==> src/rtl/eth_mdio_pkg.sv <==
// Shared MDIO frame fields, register addresses and scheduler enums.
package eth_mdio_pkg;

    localparam logic [1:0] OP_READ  = 2'b10;
    localparam logic [1:0] OP_WRITE = 2'b01;
    localparam logic [1:0] ST       = 2'b01;
    localparam logic [1:0] TA       = 2'b10;

    localparam logic [4:0] REG_BMCR = 5'd0;
    localparam logic [4:0] REG_BMSR = 5'd1;
    localparam int         BMSR_LINK = 2;

    // Who owns the current engine transaction.
    typedef enum logic [1:0] {INIT, HOST, POLL} grant_t;

    typedef enum logic [2:0] {
        S_IDLE,
        S_ISSUE,
        S_WAIT_HI,
        S_WAIT_LO,
        S_DONE
    } state_t;

    // Raw clause-22 frame: {ST, OP, PHYAD, REGAD, TA, DATA}.
    function automatic logic [31:0] mdio_frame(input logic [1:0]  op,
                                               input logic [4:0]  phy,
                                               input logic [4:0]  regad,
                                               input logic [15:0] data);
        return {ST, op, phy, regad, TA, data};
    endfunction

endpackage

==> src/rtl/eth_mdio_sched.sv <==
// Arbitrates the single eth_mdio engine between the host path, a one-shot
// BMCR init write and a periodic BMSR poll that exports link state.
module eth_mdio_sched
    import eth_mdio_pkg::*;
#(
    parameter logic [4:0]  PHY_ADDR      = 5'd1,
    parameter logic [23:0] POLL_PERIOD   = 24'd5_000_000,
    parameter logic [15:0] INIT_BMCR     = 16'h3100,
    parameter logic [4:0]  START_TIMEOUT = 5'd16
) (
    input  logic        clk50,
    input  logic        rstn,
    input  logic        host_req,
    input  logic [31:0] host_txdata,
    output logic        host_ack,
    output logic        host_err,
    output logic [15:0] host_rdata,
    output logic        init_done,
    output logic        link_up,
    output logic [15:0] link_status,
    output logic        mdio_read,
    output logic        mdio_write,
    output logic [31:0] mdio_txdata,
    input  logic [15:0] mdio_rxdata,
    input  logic        mdio_busy
);

    localparam logic [31:0] INIT_FRAME = mdio_frame(OP_WRITE, PHY_ADDR, REG_BMCR, INIT_BMCR);
    localparam logic [31:0] POLL_FRAME = mdio_frame(OP_READ, PHY_ADDR, REG_BMSR, 16'h0);

    state_t      state_q;
    grant_t      grant_q, last_grant_q;
    logic [23:0] timer_q, timer_d;
    logic        timer_wrap;
    logic        poll_pend_q;
    logic [4:0]  to_cnt_q;
    logic        to_hit;
    logic        fin, fin_abort;
    logic        gnt_vld;
    grant_t      gnt_sel;
    logic [31:0] gnt_frame;

    logic        host_ack_q, host_err_q, init_done_q, link_up_q;
    logic        mdio_read_q, mdio_write_q;
    logic [15:0] host_rdata_q, link_status_q;
    logic [31:0] txdata_q;

    assign host_ack    = host_ack_q;
    assign host_err    = host_err_q;
    assign host_rdata  = host_rdata_q;
    assign init_done   = init_done_q;
    assign link_up     = link_up_q;
    assign link_status = link_status_q;
    assign mdio_read   = mdio_read_q;
    assign mdio_write  = mdio_write_q;
    assign mdio_txdata = txdata_q;

    // Free-running poll timer; the wrap cycle raises a poll request.
    always_comb begin
        timer_wrap = (timer_q == POLL_PERIOD - 24'd1);
        timer_d    = timer_wrap ? 24'd0 : timer_q + 24'd1;
    end

    // Poll timer register.
    always_ff @(posedge clk50 or negedge rstn) begin
        if (!rstn) timer_q <= '0;
        else       timer_q <= timer_d;
    end

    // Grant priority: init first, then host unless it just had the engine
    // while a poll is waiting, then the poll.
    always_comb begin
        gnt_vld   = 1'b1;
        gnt_sel   = INIT;
        gnt_frame = INIT_FRAME;
        if (!init_done_q) begin
            gnt_sel   = INIT;
            gnt_frame = INIT_FRAME;
        end else if (host_req && !(poll_pend_q && last_grant_q == HOST)) begin
            gnt_sel   = HOST;
            gnt_frame = host_txdata;
        end else if (poll_pend_q) begin
            gnt_sel   = POLL;
            gnt_frame = POLL_FRAME;
        end else begin
            gnt_vld   = 1'b0;
        end
    end

    // Transaction end: busy fell, or the engine never started in time.
    always_comb begin
        to_hit    = (to_cnt_q == START_TIMEOUT - 5'd1);
        fin       = ((state_q == S_WAIT_HI) && !mdio_busy && to_hit) ||
                    ((state_q == S_WAIT_LO) && !mdio_busy);
        fin_abort = (state_q == S_WAIT_HI);
    end

    // Scheduler FSM; completion side effects land on the edge entering DONE
    // so host_ack trails the busy fall by one cycle.
    always_ff @(posedge clk50 or negedge rstn) begin
        if (!rstn) begin
            state_q       <= S_IDLE;
            grant_q       <= INIT;
            last_grant_q  <= POLL;
            poll_pend_q   <= 1'b0;
            to_cnt_q      <= '0;
            host_ack_q    <= 1'b0;
            host_err_q    <= 1'b0;
            host_rdata_q  <= '0;
            init_done_q   <= 1'b0;
            link_up_q     <= 1'b0;
            link_status_q <= '0;
            mdio_read_q   <= 1'b0;
            mdio_write_q  <= 1'b0;
            txdata_q      <= '0;
        end else begin
            mdio_write_q <= 1'b0;
            mdio_read_q  <= 1'b0;
            host_ack_q   <= 1'b0;

            case (state_q)
                S_IDLE: begin
                    if (gnt_vld) begin
                        grant_q      <= gnt_sel;
                        txdata_q     <= gnt_frame;
                        mdio_write_q <= 1'b1;
                        mdio_read_q  <= (gnt_frame[29:28] == OP_READ);
                        state_q      <= S_ISSUE;
                    end
                end
                S_ISSUE: begin
                    to_cnt_q <= '0;
                    state_q  <= S_WAIT_HI;
                end
                S_WAIT_HI: begin
                    if (mdio_busy)   state_q  <= S_WAIT_LO;
                    else if (to_hit) state_q  <= S_DONE;
                    else             to_cnt_q <= to_cnt_q + 5'd1;
                end
                S_WAIT_LO: begin
                    if (!mdio_busy) state_q <= S_DONE;
                end
                S_DONE:  state_q <= S_IDLE;
                default: state_q <= S_IDLE;
            endcase

            if (fin) begin
                last_grant_q <= grant_q;
                case (grant_q)
                    HOST: begin
                        host_ack_q <= 1'b1;
                        host_err_q <= fin_abort;
                        if (!fin_abort && txdata_q[29:28] == OP_READ)
                            host_rdata_q <= mdio_rxdata;
                    end
                    POLL: begin
                        if (!fin_abort) begin
                            link_status_q <= mdio_rxdata;
                            link_up_q     <= mdio_rxdata[BMSR_LINK];
                        end
                        poll_pend_q <= 1'b0;
                    end
                    default: init_done_q <= 1'b1;
                endcase
            end

            // A wrap on the same edge as a poll completion keeps the request.
            if (timer_wrap) poll_pend_q <= 1'b1;
        end
    end

endmodule

==> config.mk <==
export PLATFORM = sky130hd
export DESIGN_NAME = eth_mdio_sched
export DESIGN_NICKNAME = d
export VERILOG_FILES = /design/src/rtl/eth_mdio_pkg.sv /design/src/rtl/eth_mdio_sched.sv
export SDC_FILE = /design/constraint.sdc
export NUM_CORES = 1
export LEC_CHECK = 0
export BUFFER_PORTS_ARGS = -buffer_cell sky130_fd_sc_hd__buf_2
export CORE_MARGIN = 2
export CORE_UTILIZATION = 54
export CTS_BUF_LIST = sky130_fd_sc_hd__clkbuf_8
export CTS_CLUSTER_SIZE = 10
export DETAILED_ROUTE_END_ITERATION = 6
export HOLD_SLACK_MARGIN = 0.1
export PLACE_DENSITY = 0.82
export SLEW_MARGIN = 5
export SYNTH_ARGS = -nofsm -noshare
export SYNTH_HDL_FRONTEND = slang
export SYNTH_SLANG_ARGS = --single-unit
==> constraint.sdc <==
create_clock -name clk50 -period 2.6 [get_ports clk50]
set_input_delay 0.39 -clock clk50 [delete_from_list [all_inputs] [get_ports clk50]]
set_output_delay 0.39 -clock clk50 [all_outputs]
set_load 0.01 [all_outputs]
Word level (Yosys, flattened, before mapping)
Cells that the tools add are included.
{"block": "totals", "elab_cells": 84, "inputBits": 52, "regBits": 107}
{"block": "classes", "reduce_logical": 23, "bitwise_logic": 2, "n_mux": 27, "n_addsub": 2, "n_eq_ne": 15}
{"cell": "two-way mux 32 bit", "count": 2}
{"cell": "two-way mux 30 bit", "count": 1}
{"cell": "adder 24 x 1 -> 24 bit, second input constant", "count": 1}
{"cell": "equality test 24 x 23 -> 1 bit, second input constant", "count": 1}
{"cell": "two-way mux 24 bit", "count": 1}
{"cell": "two-way mux 1 bit", "count": 12}
{"cell": "two-way mux 3 bit", "count": 4}
{"cell": "one-hot mux 3 bit (4 select lines)", "count": 1}
{"cell": "AND reduction 3 bit", "count": 4}
{"cell": "two-way mux 5 bit", "count": 2}
{"cell": "one-hot mux 5 bit (2 select lines)", "count": 1}
{"cell": "!= test 2 bit, second input constant", "count": 4}
{"cell": "AND reduction 2 bit", "count": 4}
{"cell": "equality test 2 bit, second input constant", "count": 3}
{"cell": "equality test 3 x 2 -> 1 bit, second input constant", "count": 2}
{"cell": "logical AND 1 bit", "count": 6}
{"cell": "two-way mux 2 bit", "count": 3}
{"cell": "nonzero test 2 bit", "count": 3}
{"cell": "adder 5 x 1 -> 5 bit, second input constant", "count": 1}
{"cell": "equality test 5 x 4 -> 1 bit, second input constant", "count": 1}
{"cell": "equality test 2 x 1 -> 1 bit, second input constant", "count": 2}
{"cell": "equality test 3 x 1 -> 1 bit, second input constant", "count": 1}
{"cell": "zero test 1 bit", "count": 3}
{"cell": "zero test 3 bit", "count": 1}
{"cell": "4 further kinds", "count": 5}

Longest topological paths before layout
{"block": "logic_depth", "depth_word": 9, "mapped_depth": 8, "depth_no_buf": 7}

Worst setup path before layout
Ideal clock, no wire load.
{"block": "synth_path", "path_type": "register to register", "from": "reg to_cnt_q[0]", "to": "reg host_rdata_q[10] (netlist: host_rdata[10])", "n_path_buf": 1, "synth_period_minus_slack_ns": 2.128, "t_arrival_ns": 2.003, "path_slack_ns": 0.472, "stages_incl_launch_ff": 9, "required_ns": 2.475, "cell_sequence": "dfrtp_1 -> ha_1 -> and3_1 -> ha_1 -> o21ba_2 -> nand3_2 -> nor4b_4 -> buf_6 -> mux2_4"}
{"block": "synth_via", "elab_chain_cells": 4}
{"item": "from (decl)", "line": "eth_mdio_sched.sv:36", "source": "logic [4:0] to_cnt_q;"}
{"item": "from (signal assigned)", "line": "eth_mdio_sched.sv:138", "source": "else to_cnt_q <= to_cnt_q + 5'd1;"}
{"item": "equality test 5 x 4 -> 1 bit", "line": "eth_mdio_sched.sv:92", "source": "to_hit = (to_cnt_q == START_TIMEOUT - 5'd1);"}
{"item": "logical AND 1 bit", "line": "eth_mdio_sched.sv:93", "source": "fin = ((state_q == S_WAIT_HI) && !mdio_busy && to_hit) ||"}
{"item": "logical OR 1 bit", "line": "eth_mdio_sched.sv:93"}
{"item": "AND reduction 3 bit (no line)"}
{"item": "to (signal assigned)", "line": "eth_mdio_sched.sv:154", "source": "host_rdata_q <= mdio_rxdata;"}
{"item": "to (decl)", "line": "eth_mdio_sched.sv:45", "source": "logic [15:0] host_rdata_q, link_status_q;"}
Every way passes these cells.
A chain may end at the register's enable or synchronous reset.

Worst setup path in the final report
{"block": "layout_path", "from": "reg to_cnt_q[0]", "to": "reg host_rdata_q[0] (netlist: host_rdata[0])"}
The elaborated chain is that of the path after synthesis.

==> flow_summary.toml <==
[sta]
fmax_mhz = 436
fin_skew_ns = 0.0116
finalSetupTns_ns = 0
relSlewSlack_pct = 29.1
whs_ns = 0.237
setup-violations-final = 0
layout_min_cycle_time_ns = 2.30
min_period_over_period_pct = 88.3
grt_setup_unrepaired = "false"
maxSlewViolCount = 0
hold_violations = 0
tightest_slew_ns = 1.06

[synthesis]
yosysMostFrequentCell = "dfrtp_1"
ys_warn_count = 0
ys_ff_latch = 106
syn_area_sq_um = 4480
yosys.area.top_type = "dfrtp_1"
synthFlopType = "dfrtp_1"
syn_area_per_cell_sq_um = 12.5
netlist_instances = 357
yosysUniqueCellTypes = 46
synthTopCellsByCount = "dfrtp_1 (105), mux2_2 (25), nand2_1 (25), nor2_1 (25), a22o_1 (23)"
syn_nets = 414
synth-edff-count = 0
ys_async_sr_fraction_pct = 100
synth_seq_area_share_pct = 59.2
synthTopCellsByArea = "dfrtp_1 (59%), mux2_2 (6.3%), a22o_1 (4.5%)"
synth_top_cell_area_share_pct = 58.7

[worst_setup_path]
crit_required_ns = 2.84
crit_arrival_ns = 2.54
rr_startpoint = "to_cnt_q[0]"
crit_type = "flop to flop"
start_kind = "flop"
endpoint_kind = "flop"
r2r_end = "host_rdata[0]"
r2r_setup_slack_ns = 0.30
rr_worst_depth = 8
worstPathMaxFanout = 16

[hold_path]
hold_start = "host_txdata[11]"
whs_path_depth = 2
hold_path_end = "mdio_txdata[11]"
hold_path_class = "input port to flop"

[clock_network]
clock_path_buffers = 2
clk_latency_ns = 0.36
cts_root_buffer = "clkbuf_8"
cts_tree = "done"
numCtsBuffers = 9
htree_levels = 3
cts_sinks = 106
path_clk_slew_ns = 0.10

[place]
io_buffers = 121
gp_congestion = 0.858
hpwlAfterDp_um = 6810

[power]
p_int_uw = 3360
power_switching_share_pct = 32.7
p_sw_uw = 1640
pwr-share-clk_pct = 20.6
seqPwrFrac_pct = 48.4
irDropWorstVdd_mv = 0.441
powerDensity_nw_per_um2 = 924
p_leak_uw = 0.00271
combPwrFrac_pct = 31.0

[floorplan]
dieArea_sq_um = 9040
coreArea_sq_um = 8130
io_pins = 122
rows = 33
start_util_pct = 55.1
die_w_um = 95.1
dieHeight_um = 95.1

[detailed_routing]
wl_met3_um = 589
detail-route-antenna-nets = 0
wl_met1_um = 3880
vias = 3194
wirelength_um = 9130
wl_met2_um = 4590
drc = 0
drtIter0Drc = 100
wl_per_cell_um = 15.5
routed.top_layer = "met4"
drtPass1Iterations = 4
viasPerCell = 5.41

[layout]
areaGrowthSynthToFinish_pct = 20.8
antennaDiodeCount = 0
drive_above_1_share_pct = 38.1
nets = 537
multiInputGateArea_sq_um = 1710
fillers = 582
regArea_sq_um = 2650

[flow_run]
drv_cap = 0

[status]
status = "finished, final reports clean"

[global_route]
grt_pass1_wl_um = 14600
antenna_found_initial = 0
grt_pass1_vias = 3102
grt_max_degree = 57
grt.total_usage_pct = 20.8
grt.overflow.total = 0
-- kinds of logic (layout without fill, tap and decap cells) --
family / Yosys count / count (layout) / synth area share (%)
buffers and inverters: 25 / 153 / 2.65
adder cells (fa/ha/maj): 5 / 5 / 1.40
flip-flops: 106 / 106 / 59.2
AND/OR/NAND/NOR: 108 / 108 / 13.2
AO/OA/AOI/OAI: 53 / 53 / 8.83
multiplexers: 39 / 39 / 10.5
XOR/XNOR: 21 / 21 / 4.11
-- worst max-delay path: stages (launching register included) --
cell and delay, ns:
dfrtp_1 0.41, ha_1 0.19, and3_1 0.17, ha_1 0.16, o21ba_2 0.17, nand3_2 0.14
nor4b_4 0.23, buf_4 0.32, mux2_2 0.39
-- power groups by stage --
stage | Clock [uW] | Sequential, uW | Combinational, uW
floorplan | 0 | 2590 | 782
global placement | 0 | 2420 | 1510
detailed placement | 0 | 2450 | 1560
CTS | 1060 | 2420 | 1570
global route | 1150 | 2480 | 1720
finish | 1030 | 2420 | 1550
-- state kept, by name, summed over array words and instances (netlist names) --
| name | flops |
|---|---|
| timer_q | 24 |
| host_ack | 1 |
| last_grant_q | 2 |
| mdio_read | 1 |
| mdio_txdata | 32 |
| init_done | 1 |
| grant_q | 2 |
| host_err | 1 |
| link_status | 16 |
| mdio_write | 1 |
| host_rdata | 16 |
| to_cnt_q | 5 |
| state_q | 3 |
| poll_pend_q | 1 |
-- through the flow --
stage | setup WS (ns) | utilization [%] | total power, uW | cell area [sq um] | cells
global placement | 0.435 | 63.8 | 3930 | 5190 | 573
CTS | 0.299 | 66.5 | 5060 | 5410 | 590
global route | 0.164 | 66.5 | 5350 | 5410 | 590
finish | 0.304 | 66.5 | 5000 | 5410 | 590
detailed placement | 0.351 | 63.8 | 4010 | 5190 | 573
floorplan | 0.472 | - | 3370 | 4480 | 357
-- final cells by class --
cell class,instances,share of cell area (%)
Inverter,9,0.624
Clock inverter,6,1.34
Multi-Input combinational cell,226,31.5
Sequential cell,106,49.0
Tap cell,105,2.43
Clock buffer,10,2.54
Timing Repair Buffer,128,12.5
-- how the worst max path moves through the flow --
stage / cells after the start / from / to
floorplan: 8 / to_cnt_q[0] / host_rdata[10]
CTS: 8 / to_cnt_q[0] / host_rdata[0]
global placement: 5 / host_req / mdio_txdata[17]
finish: 8 / to_cnt_q[0] / host_rdata[0]
detailed placement: 8 / to_cnt_q[0] / host_rdata[0]
global route: 8 / to_cnt_q[0] / host_rdata[0]
-- cell usage in the layout, fill, tap and decap left out, drive strengths merged, types with 4 or more instances in the layout --
cell type | synthesis | final
buf | 8 | 127
dfrtp | 105 | 105
mux2 | 35 | 35
nand2 | 25 | 25
nor2 | 25 | 25
a22o | 23 | 23
xnor2 | 14 | 14
nand3 | 14 | 14
o21ai | 11 | 11
inv | 9 | 11
clkbuf | 8 | 10
nand4 | 10 | 10
xor2 | 7 | 7
and3 | 5 | 5
nor3 | 5 | 5
ha | 5 | 5
nor4b | 5 | 5
mux2i | 4 | 4
a31oi | 4 | 4
nor4 | 4 | 4
-- layer usage --
metal / vias to the layer above / global-route usage [%]
li1: 1525 / -
met1: 1556 / 27.4
met2: 103 / 34.3
met3: 10 / 5.38
met4: 0 / 5.56
met5: - / 0
-- repair_timing --
item	in CTS	in global routing
resized for setup	0	0
buffers inserted	0	0
endpoints found under the hold margin	28	0
hold buffers	1	0
setup endpoints to repair	0	0
Power figures use the tool's default switching activity.
